--- src/rtl/hpram_rst_seq.sv ---
// hpram_rst_seq
// Power-up and recovery sequencer for the HyperRAM clock domain. Runs on the
// free-running 27 MHz crystal clock so it keeps working while the PLL output
// is absent. Pulses the PLL reset, qualifies the (asynchronous) PLL lock,
// releases the HyperRAM controller reset, waits for calibration, and re-runs
// the bring-up a bounded number of times on lock loss or stage timeout.
//
// Ports
//   I_clk         in   27 MHz reference clock
//   I_rst_n       in   asynchronous active-low reset
//   I_pll_lock    in   PLL LOCK, asynchronous to I_clk
//   I_calib_done  in   controller calibration complete, asynchronous
//   O_pll_rst     out  PLL RESET pin, active high
//   O_mem_rst_n   out  HyperRAM controller reset, active low
//   O_ready       out  memory subsystem usable
//   O_fail        out  retries exhausted (terminal until I_rst_n)
//   O_retry_cnt   out  retries used in the current bring-up
module hpram_rst_seq #(
  parameter int LOCK_STABLE_CYCLES = 1024,
  parameter int LOCK_TIMEOUT       = 65536,
  parameter int CALIB_TIMEOUT      = 262144,
  parameter int PLL_RST_CYCLES     = 16,
  parameter int MAX_RETRIES        = 3
) (
  input  logic       I_clk,
  input  logic       I_rst_n,
  input  logic       I_pll_lock,
  input  logic       I_calib_done,
  output logic       O_pll_rst,
  output logic       O_mem_rst_n,
  output logic       O_ready,
  output logic       O_fail,
  output logic [1:0] O_retry_cnt
);

  // One shared stage counter covers the PLL reset pulse and both timeouts;
  // it only has to reach the largest terminal count.
  localparam int TMO_MAX = (LOCK_TIMEOUT > CALIB_TIMEOUT) ?
                           ((LOCK_TIMEOUT > PLL_RST_CYCLES) ? LOCK_TIMEOUT : PLL_RST_CYCLES) :
                           ((CALIB_TIMEOUT > PLL_RST_CYCLES) ? CALIB_TIMEOUT : PLL_RST_CYCLES);
  localparam int TMO_W = (TMO_MAX > 1) ? $clog2(TMO_MAX) : 1;
  localparam int STB_W = (LOCK_STABLE_CYCLES > 1) ? $clog2(LOCK_STABLE_CYCLES) : 1;

  localparam logic [TMO_W-1:0] RST_LAST   = TMO_W'(PLL_RST_CYCLES - 1);
  localparam logic [TMO_W-1:0] LOCK_LAST  = TMO_W'(LOCK_TIMEOUT - 1);
  localparam logic [TMO_W-1:0] CALIB_LAST = TMO_W'(CALIB_TIMEOUT - 1);
  localparam logic [STB_W-1:0] STB_LAST   = STB_W'(LOCK_STABLE_CYCLES - 1);
  localparam logic [1:0]       RETRY_MAX  = 2'(MAX_RETRIES);

  typedef enum logic [2:0] {
    ST_PLL_RST,
    ST_WAIT_LOCK,
    ST_CALIB,
    ST_RUN,
    ST_FAIL
  } state_t;

  logic             lock_meta_q, lock_s_q;
  logic             calib_meta_q, calib_s_q;
  state_t           state_q, state_d;
  logic [TMO_W-1:0] tmo_cnt_q, tmo_cnt_d;
  logic [STB_W-1:0] stable_cnt_q, stable_cnt_d;
  logic [1:0]       retry_cnt_q, retry_cnt_d;
  logic             pll_rst_q, mem_rst_n_q, ready_q, fail_q;
  logic             do_retry;

  always_comb begin
    state_d      = state_q;
    tmo_cnt_d    = tmo_cnt_q;
    stable_cnt_d = '0;
    retry_cnt_d  = retry_cnt_q;
    do_retry     = 1'b0;

    case (state_q)
      ST_PLL_RST: begin
        tmo_cnt_d = tmo_cnt_q + TMO_W'(1);
        if (tmo_cnt_q == RST_LAST) state_d = ST_WAIT_LOCK;
      end
      ST_WAIT_LOCK: begin
        tmo_cnt_d    = tmo_cnt_q + TMO_W'(1);
        // Any synced low cycle restarts qualification; the timeout keeps running.
        stable_cnt_d = lock_s_q ? stable_cnt_q + STB_W'(1) : '0;
        if (lock_s_q && stable_cnt_q == STB_LAST) state_d = ST_CALIB;
        else if (tmo_cnt_q == LOCK_LAST)          do_retry = 1'b1;
      end
      ST_CALIB: begin
        tmo_cnt_d = tmo_cnt_q + TMO_W'(1);
        if (!lock_s_q) begin
          do_retry = 1'b1;
        end else if (calib_s_q) begin
          state_d     = ST_RUN;
          retry_cnt_d = '0;
        end else if (tmo_cnt_q == CALIB_LAST) begin
          do_retry = 1'b1;
        end
      end
      ST_RUN: begin
        // A later calib_done fall is deliberately ignored here.
        if (!lock_s_q) do_retry = 1'b1;
      end
      ST_FAIL: begin
        state_d = ST_FAIL;
      end
      default: begin
        state_d = ST_PLL_RST;
      end
    endcase

    if (do_retry) begin
      if (retry_cnt_q == RETRY_MAX) begin
        state_d = ST_FAIL;
      end else begin
        retry_cnt_d = retry_cnt_q + 2'd1;
        state_d     = ST_PLL_RST;
      end
    end

    if (state_d != state_q) begin
      tmo_cnt_d    = '0;
      stable_cnt_d = '0;
    end
  end

  // Outputs are decoded from the next state so they are registered yet still
  // change on the same edge as the state itself.
  always_ff @(posedge I_clk or negedge I_rst_n) begin
    if (!I_rst_n) begin
      lock_meta_q  <= 1'b0;
      lock_s_q     <= 1'b0;
      calib_meta_q <= 1'b0;
      calib_s_q    <= 1'b0;
      state_q      <= ST_PLL_RST;
      tmo_cnt_q    <= '0;
      stable_cnt_q <= '0;
      retry_cnt_q  <= '0;
      pll_rst_q    <= 1'b1;
      mem_rst_n_q  <= 1'b0;
      ready_q      <= 1'b0;
      fail_q       <= 1'b0;
    end else begin
      lock_meta_q  <= I_pll_lock;
      lock_s_q     <= lock_meta_q;
      calib_meta_q <= I_calib_done;
      calib_s_q    <= calib_meta_q;
      state_q      <= state_d;
      tmo_cnt_q    <= tmo_cnt_d;
      stable_cnt_q <= stable_cnt_d;
      retry_cnt_q  <= retry_cnt_d;
      pll_rst_q    <= (state_d == ST_PLL_RST) || (state_d == ST_FAIL);
      mem_rst_n_q  <= (state_d == ST_CALIB) || (state_d == ST_RUN);
      ready_q      <= (state_d == ST_RUN);
      fail_q       <= (state_d == ST_FAIL);
    end
  end

  assign O_pll_rst   = pll_rst_q;
  assign O_mem_rst_n = mem_rst_n_q;
  assign O_ready     = ready_q;
  assign O_fail      = fail_q;
  assign O_retry_cnt = retry_cnt_q;

endmodule

--- config.mk ---
export PLATFORM = sky130hd
export DESIGN_NAME = hpram_rst_seq
export DESIGN_NICKNAME = d
export VERILOG_FILES = /design/src/rtl/hpram_rst_seq.sv
export SDC_FILE = /design/constraint.sdc
export NUM_CORES = 1
export LEC_CHECK = 0
export BUFFER_PORTS_ARGS = -buffer_cell sky130_fd_sc_hd__buf_2
export CAP_MARGIN = 20
export CORE_MARGIN = 10
export CORE_UTILIZATION = 45
export DETAILED_ROUTE_END_ITERATION = 8
export PLACE_DENSITY = 0.71
export SLEW_MARGIN = 20
export SYNTH_ARGS = -nofsm -noshare
export SYNTH_HDL_FRONTEND = slang
export SYNTH_SLANG_ARGS = --single-unit
--- constraint.sdc ---
create_clock -name I_clk -period 3.3 [get_ports I_clk]
set_clock_uncertainty 0.05 [all_clocks]
set_input_delay 0.495 -clock I_clk [delete_from_list [all_inputs] [get_ports I_clk]]
set_output_delay 0.495 -clock I_clk [all_outputs]
set_load 0.01 [all_outputs]
-- Yosys cells after proc, flatten, opt, wreduce, memory -nomap -nowiden
Index checks and enable logic that the tools add are counted.
- flip-flop bits (word level): 41
- bits in latches: 0
- RAM bits: 0
- memory bits (read-only): 0
- memories kept: 0
- add/subtract/negate cells: 3
- multiply operators: 0
- div/mod/pow operators: 0
- $lt $le $gt $ge: 0
- equality and inequality tests: 13
- shift-type cells: 0
- multiplexer cells: 24
- bitwise operators: 0
- reductions and logical operators: 7
- operators by type and width (operator ; count):
    $mux W18 ; 2
    $mux W10 ; 3
    $add A18 B1 Y18 const B ; 1
    $eq A18 B16 Y1 const B ; 1
    $eq A18 B18 Y1 const B ; 1
    $eq A18 B4 Y1 const B ; 1
    $mux W3 ; 6
    $pmux W3 S5 ; 1
    $eq A3 B2 Y1 const B ; 4
    $add A10 B1 Y10 const B ; 1
    $eq A10 B10 Y1 const B ; 1
    $mux W2 ; 5
    $eq A3 B3 Y1 const B ; 2
    $logic_not A3 Y1 ; 2
    $mux W1 ; 6
    $eq A3 B1 Y1 const B ; 1
    $ne A3 B3 Y1 ; 1
    $pmux W1 S3 ; 1
    $reduce_or A3 Y1 ; 1
    $add A2 B1 Y2 const B ; 1
    $eq A2 B2 Y1 const B ; 1
    $logic_or A1 B1 Y1 ; 2
    $reduce_bool A2 Y1 ; 1
    $logic_and A1 B1 Y1 ; 1

-- Logic depth before layout (Yosys ltp)
Gate-level depths: netlist (run 1).
- word-level depth: 8
- gate-level depth with buffers: 9

-- Worst setup path before layout (run 1)
OpenSTA, ideal clock, no wires.
- kind: register to register
- start: reg state_q[2]
- end: reg tmo_cnt_q[16]
- data arrival time: 2.167 ns
- path slack: 0.961 ns
- stages on the path, launching flop included: 9
- path buffers: 2
- clock period less this slack: 2.339 ns
- cell sequence: dfrtp_1 -> buf_2 -> nand2b_1 -> or4b_1 -> o32a_4 -> o211a_4 -> xor2_4 -> buf_6 -> nor3_2
- elaborated cells on any way between the ends: 16
- those cells by class: eq/ne: 5; mux: 8; reduce/logical: 3
- RTL lines (what ; line ; text):
    from (decl) ; 60 ; state_t state_q, state_d;
    from (signal assigned) ; 145 ; state_q <= state_d;
    $eq A3 B3 Y1 (tied with other cells) ; 74 ; case (state_q)
    $pmux W3 S5 / $pmux W1 S3 (equally long branches) ; 74 ;
    $mux W3 (*) ; 109 ; if (do_retry) begin
    via state_d[0] ; 60 ;
    $ne A3 B3 Y1 (*) ; 118 ; if (state_d != state_q) begin
    $mux W18 / $reduce_bool A2 Y1 (equally long branches) ; -- ;
    to (signal assigned) ; 146 ; tmo_cnt_q <= tmo_cnt_d;
    to (decl) ; 61 ; logic [TMO_W-1:0] tmo_cnt_q, tmo_cnt_d;
Mark *: on every way through the listed nets, which the timed path passes. The rest lies on a longest branch.
A chain may end at the register's enable or synchronous reset.

-- Worst setup path in the final report (run 1)
- start: reg state_q[0]
- end: reg tmo_cnt_q[3]
- cells in the longest elaborated chain, start to end: 6
- elaborated cells on any way between the ends: 16
- those cells by class: eq/ne: 5; mux: 8; reduce/logical: 3
- RTL lines (what ; line ; text):
    $mux W3 ; 90 ; end else if (calib_s_q) begin
    $mux W3 ; 88 ; if (!lock_s_q) begin
    $pmux W3 S5 ; 74 ;
    $mux W3 (*) ; 109 ;
    via state_d[0] ; 60 ;
    $ne A3 B3 Y1 (*) ; 118 ;
    $mux W18 / $reduce_bool A2 Y1 (equally long branches) ; -- ;
Marks and branches as above.

==> impl_metrics.yaml, run 1 <==
run_status:
  status: "completed"
cells_and_area:
  nNetsFinal: 211
  design_area_um2: 2240
  post-route-util_pct: 50.8
  fillers: 405
  layout_common_cells: "40 x dfrtp_1, 24 x nor2_1, 13 x nand2_1, 13 x xor2_1, 12 x xnor2_1"
  layout.cells.non_filler: 257
  diodes: 0
  multi_input_area_um2: 987
  drive_gt1_share_pct: 19.5
  area_growth_syn_to_layout_pct: 7.57
  layout_commonest_cell: "dfrtp_1"
  regArea_um2: 1030
sta:
  whs_ns: 0.250
  slew_headroom_pct: 41.7
  maxSlewViolCount: 0
  max_freq_ghz: 0.358
  final_hold_viol_count: 0
  min_period_ns: 2.79
  finalSetupViolCount: 0
  period_share_pct: 84.6
  tightest_slew_ns: 0.875
  fin_ws_ns: 0.508
  fin_setup_tns_ns: 0
  rsz0062_at_grt: "false"
floorplan:
  boundaryPins: 10
  start_util_pct: 47.2
  die_area_um2: 7750
  row_count: 24
  dieWidth_um: 88.0
  die_h_um: 88.0
  core_um2: 4410
place:
  dp_hpwl_um: 2520
  placed_area_um2: 2150
  place_ws_ns: 0.520
  place.gp.congestion: 0.856
  dp_cells: 249
  portBuffers: 9
synth:
  syn-num-nets: 202
  synth.cell_area_um2: 2080
  synth-compound-area-share_pct: 6.55
  synth-async-reset-ratio_pct: 100
  seq_area_frac_synth_pct: 49.3
  synth_top_family_by_area: "simple AND/OR/NAND/NOR gates"
  yosys-top-cells-area: "dfrtp_1 48%, xor2_1 5.5%, xnor2_1 5.0%"
  synth_xor_area_share_pct: 11.8
  syn_inst: 195
  yosysTopAreaCell: "dfrtp_1"
  synth_mux_area_share_pct: 0.961
  synth_top_area_share_pct: 48.0
  syn_avg_cell_area_um2: 10.7
  synth_edf_count: 0
  ys_ff_latch: 41
  synth_flop_cell: "dfrtp_1"
  synthAdderAreaFrac_pct: 1.80
  yosysWarnings: 0
  synth-simple-area-share_pct: 26.2
  yosysUniqueCellTypes: 41
power:
  power.density_nw_per_um2: 381
  p_total_mw: 0.854
  peakVddDrop_mv: 0.256
  power_leakage_nw: 1.03
critical_path:
  cp_max_fo: 18
  arrival_ns: 2.90
  endpoint_kind: "register"
  worstSetupPathType: "reg -> reg"
  worstPathRequired_ns: 3.41
  startpoint_type: "register"
clocking:
  cts_root_buffer: "clkbuf_8"
  cts_resized: 0
  cts_hold_buf: 0
  clkLatencyLatePin_ns: 0.30
  htree_levels: 2
  post_cts_buffers: 0
  cts_buffers: 5
  cts_tree: "built"
  cts.path.max_buffers: 2
  cts.sinks: 41
  clkSlewWorstSetupHoldPaths_ns: 0.08
detailed_routing:
  vias_per_cell: 5.35
  met3_length_um: 142
  num_vias: 1374
  top_layer_used: "met4"
  avgRoutedWirePerCell_um: 14.1
  wirelength_um: 3630
  route.detailed.drc: 0
  drt_iter0_markers: 99
  met1Wirelength_um: 1740
  ant_nets: 0
  routed-wl-met2_um: 1660
  first_pass_iters: 4
grt:
  grt_max_degree: 42
  grt_use_total_pct: 10.7
  grt_pass1_wl_um: 6570
  antenna_found_initial: 0
  grt.overflow.total: 0
  grt_pass1_vias: 1357
min_path:
  hold_path_class: "in -> async"
job:
  cap_violations: 0
==> final cells by class <==
cell class | instances | area share (%)
clock buffer | 5 | 3.07
clock inverter | 3 | 0.782
inverter | 6 | 1.01
multi-input combinational | 140 | 44.1
sequential | 41 | 45.8
tap | 52 | 2.90
timing repair buffer | 10 | 2.35
==> registers in the layout (all words and copies together) (netlist names), 2 cells and up <==
register      flops
state_q           3
stable_cnt_q     10
tmo_cnt_q        18
O_retry_cnt       2
==> cells in the mapped netlist, types with 2 or more instances <==
cell and instances:
xnor2_1 12, and4_1 3, buf_4 2, dfrtp_1 40, and3_1 3, inv_1 6
and3_2 2, o22ai_1 2, a21oi_1 3, clkbuf_1 4, nor4_1 2, nand4_1 5
and2_1 2, nor3b_1 2, ha_1 3, nor3_2 10, mux2i_1 2, nand2_1 13
a22o_1 2, nor2_1 24, xor2_1 13, nand3_1 11, nor3_1 11
==> critical path, cell delays in order (launching register included) <==
cell	delay, ns
dfrtp_1	0.59
or3b_2	0.51
a41oi_2	0.27
nand4bb_1	0.30
o211a_4	0.27
xor2_4	0.52
nor3_1	0.13
==> layer usage <==
layer  GRT usage (%)  vias up
met3            3.25        8
met5               0        -
met1            13.4      658
met2            16.3       16
met4            5.56        0
li1                -      692
==> report_power, final <==
group	switching [mW]	internal (mW)	total, mW	leakage, nW
clock	0.179	0.146	0.324	0.0439
sequential	0.00386	0.507	0.511	0.543
combinational	0.0135	0.00454	0.0181	0.446
==> worst paths after layout <==
path | startpoint | to | slack, ns | cells past startpoint
setup / recovery | state_q[0] | tmo_cnt_q[3] | 0.51 | 6
hold / removal | I_rst_n | stable_cnt_q[2] | 0.25 | 1
setup reg to reg | state_q[0] | tmo_cnt_q[3] | 0.51 | 6
hold reg to reg | calib_meta_q | calib_s_q | 0.29 | 0
max in group asynchronous | I_rst_n | tmo_cnt_q[13] | 2.39 | 1
min in group I_clk | I_pll_lock | lock_meta_q | 0.25 | 1
==> cell families after synthesis <==
family | count (synthesis)
AO/OA/AOI/OAI | 14
XOR/XNOR | 26
adder cells (fa/ha/maj) | 3
buffers and inverters | 14
flip-flops | 41
multiplexers | 2
AND/OR/NAND/NOR | 95
Power figures use the tool's default switching activity.
==> run 2: changes to the inputs <==
ABC_AREA = 1   (was default)
PLACE_DENSITY = 0.74   (was 0.71)
clock period = 2.25 ns   (was 3.3 ns; I/O delays follow)
==> run 2 against run 1 <==
  * Final cell count rose by 39%
  * Largest cell class is now multi-input gates
  * Global-route usage decreased by 0.60 points
  * Utilization barely moved
  * Routed wire length rose by 7.5%
  * Flip-flop and latch count unchanged
  * Combinational power is 86% higher
==> impl_metrics.yaml, run 2 <==
floorplan:
  start_util_pct: 46.1
  row_count: 26
  die_h_um: 92.1
  core_um2: 5070
  boundaryPins: 10
  die_area_um2: 8480
  dieWidth_um: 92.1
sta:
  max_freq_ghz: 0.500
  final_hold_viol_count: 0
  rsz0062_at_grt: "false"
  slew_headroom_pct: 40.5
  fin_ws_ns: 0.248
  min_period_ns: 2.00
  tightest_slew_ns: 0.892
  fin_setup_tns_ns: 0
  finalSetupViolCount: 0
  whs_ns: 0.0956
  period_share_pct: 89.0
  maxSlewViolCount: 0
place:
  dp_hpwl_um: 2910
  portBuffers: 9
  place_ws_ns: 0.248
  placed_area_um2: 2470
  place.gp.congestion: 0.802
cells_and_area:
  area_growth_syn_to_layout_pct: 10.3
  largest_reg_flops: 18
  top_register: "tmo_cnt_q"
  reg_top3: "tmo_cnt_q x18, stable_cnt_q x10, state_q x3"
  nNetsFinal: 292
  design_area_um2: 2580
  drive_gt1_share_pct: 23.4
  diodes: 0
  layout_common_cells: "45 x nand2_1, 45 x nor2_1, 40 x dfrtp_1, 32 x inv_1, 23 x nor2_4"
clocking:
  cts.sinks: 41
  post_cts_buffers: 0
  clkLatencyLatePin_ns: 0.29
  htree_levels: 2
  cts_buffers: 5
  cts_hold_buf: 0
  cts.path.max_buffers: 2
  cts_root_buffer: "clkbuf_8"
  cts_tree: "built"
  clkSlewWorstSetupHoldPaths_ns: 0.08
  cts_resized: 0
synth:
  yosysUniqueCellTypes: 29
  synth_flop_cell: "dfrtp_1"
  yosys-top-cells-area: "dfrtp_1 43%, nor2_4 11%, nand2_1 7.2%"
  seq_area_frac_synth_pct: 44.0
  syn_avg_cell_area_um2: 8.69
  yosysTopAreaCell: "dfrtp_1"
  synth_top_area_share_pct: 42.8
  syn_inst: 269
  ys_ff_latch: 41
  synth.cell_area_um2: 2340
  yosysWarnings: 0
  synth_edf_count: 0
  syn-num-nets: 276
  synth_commonest_cells: "45 x nand2_1, 45 x nor2_1, 40 x dfrtp_1, 32 x inv_1, 23 x nor2_4"
  synth-async-reset-ratio_pct: 100
grt:
  grt_pass1_vias: 1735
  grt_util_met3_pct: 2.44
  grt_use_total_pct: 10.1
  grt_pass1_wl_um: 7270
  antenna_found_initial: 0
  busiest_layer: "met2"
  grt_max_degree: 42
  grt.overflow.total: 0
  gr-usage-met1_pct: 11.9
  use_met2_pct: 17.1
detailed_routing:
  ant_nets: 0
  avgRoutedWirePerCell_um: 10.9
  vias_per_cell: 4.58
  num_vias: 1632
  drt_iter0_markers: 112
  wirelength_um: 3900
  first_pass_iters: 4
  route.detailed.drc: 0
power:
  peakVddDrop_mv: 0.417
  p_total_mw: 1.36
  power_leakage_nw: 1.17
  power.density_nw_per_um2: 527
critical_path:
  startpoint_type: "register"
  worstPathRequired_ns: 2.39
  cpPeakStageDelay_ns: 0.38
  crit_chain: "ha_1 > nand2_1 > nor2_4 > nand4_1 > o21ai_1 > nand3_2 > nand2_2 > nand2_2 > nand2_4 > buf_12 > nor2_4"
  slowest_stage: "dfrtp_1"
  worstSetupPathType: "reg -> reg"
  endpoint_kind: "register"
  arrival_ns: 2.14
  cp_max_fo: 11
run_status:
  status: "completed"
min_path:
  hold_path_class: "in -> reg"
job:
  cap_violations: 0
## run 2: changes by cell type in the layout (fill, tap and decap cells not counted), sizes merged, moves of 4 or more
cell   before  now
nor2       24   71
nand2      13   57
inv         6   34
nor3       21    7
nand3      11   22
xnor2      12    3
and3        5    0
nand4       6    1
or2         0    4
## run 2: cell families after synthesis
kind of cell,count (synthesis),share of synthesized area (%)
xor gates and xnor gates,15,5.62
and+or+nand+nor,165,39.3
buffers and inverters,37,7.33
adders and majority gates,3,1.61
AOI/OAI and AO/OA,7,1.71
DFF,41,44.0
muxes,1,0.428
## run 2: area by class of cell
class / count / area (um^2)
clock inverters: 2 / 35.0
clock buffers: 6 / 72.6
multi-input cells: 191 / 1140
fillers: 500 / 2500
inverters: 35 / 131
flip-flops and latches: 41 / 1030
well taps: 70 / 87.6
repair buffers: 11 / 85.1
## run 2: layer usage
metal | up-vias | share of wire (%)
li1 | 852 | -
met1 | 762 | 48
met2 | 14 | 48
met3 | 4 | 2.7
met4 | 0 | 1.5
met5 | - | 0
## run 2: power by group
| group | internal (mW) | switching (mW) | total (mW) | leakage [nW] |
|---|---|---|---|---|
| combinational | 0.0101 | 0.0235 | 0.0337 | 0.575 |
| clock | 0.329 | 0.246 | 0.575 | 0.0552 |
| sequential | 0.744 | 0.00506 | 0.749 | 0.543 |
## run 2: final timing paths
kind	startpoint	end	slack [ns]	cells after the start
max	stable_cnt_q[0]	stable_cnt_q[5]	0.25	11
min	I_calib_done	calib_meta_q	0.1	1
max reg2reg	stable_cnt_q[0]	stable_cnt_q[5]	0.25	11
min in group asynchronous	I_rst_n	tmo_cnt_q[6]	0.12	1
max in group asynchronous	I_rst_n	tmo_cnt_q[17]	1.48	1
min reg2reg	lock_meta_q	lock_s_q	0.30	0
## run 2: per-stage QoR
stage / util [%] / std cells
finish: 50.8 / 356
global route: 50.8 / 356
CTS: 50.8 / 356
detailed placement: 48.7 / 348
global placement: 48.7 / 348
floorplan: - / 269
## run 2: worst max-delay path: cells and delay by family, from the launching register on
family          cells  cell delay (ns)
simple gates        8             0.87
flops               1             0.38
compound gates      1             0.22
buf+inv             1             0.20
fa+ha+maj           1             0.17
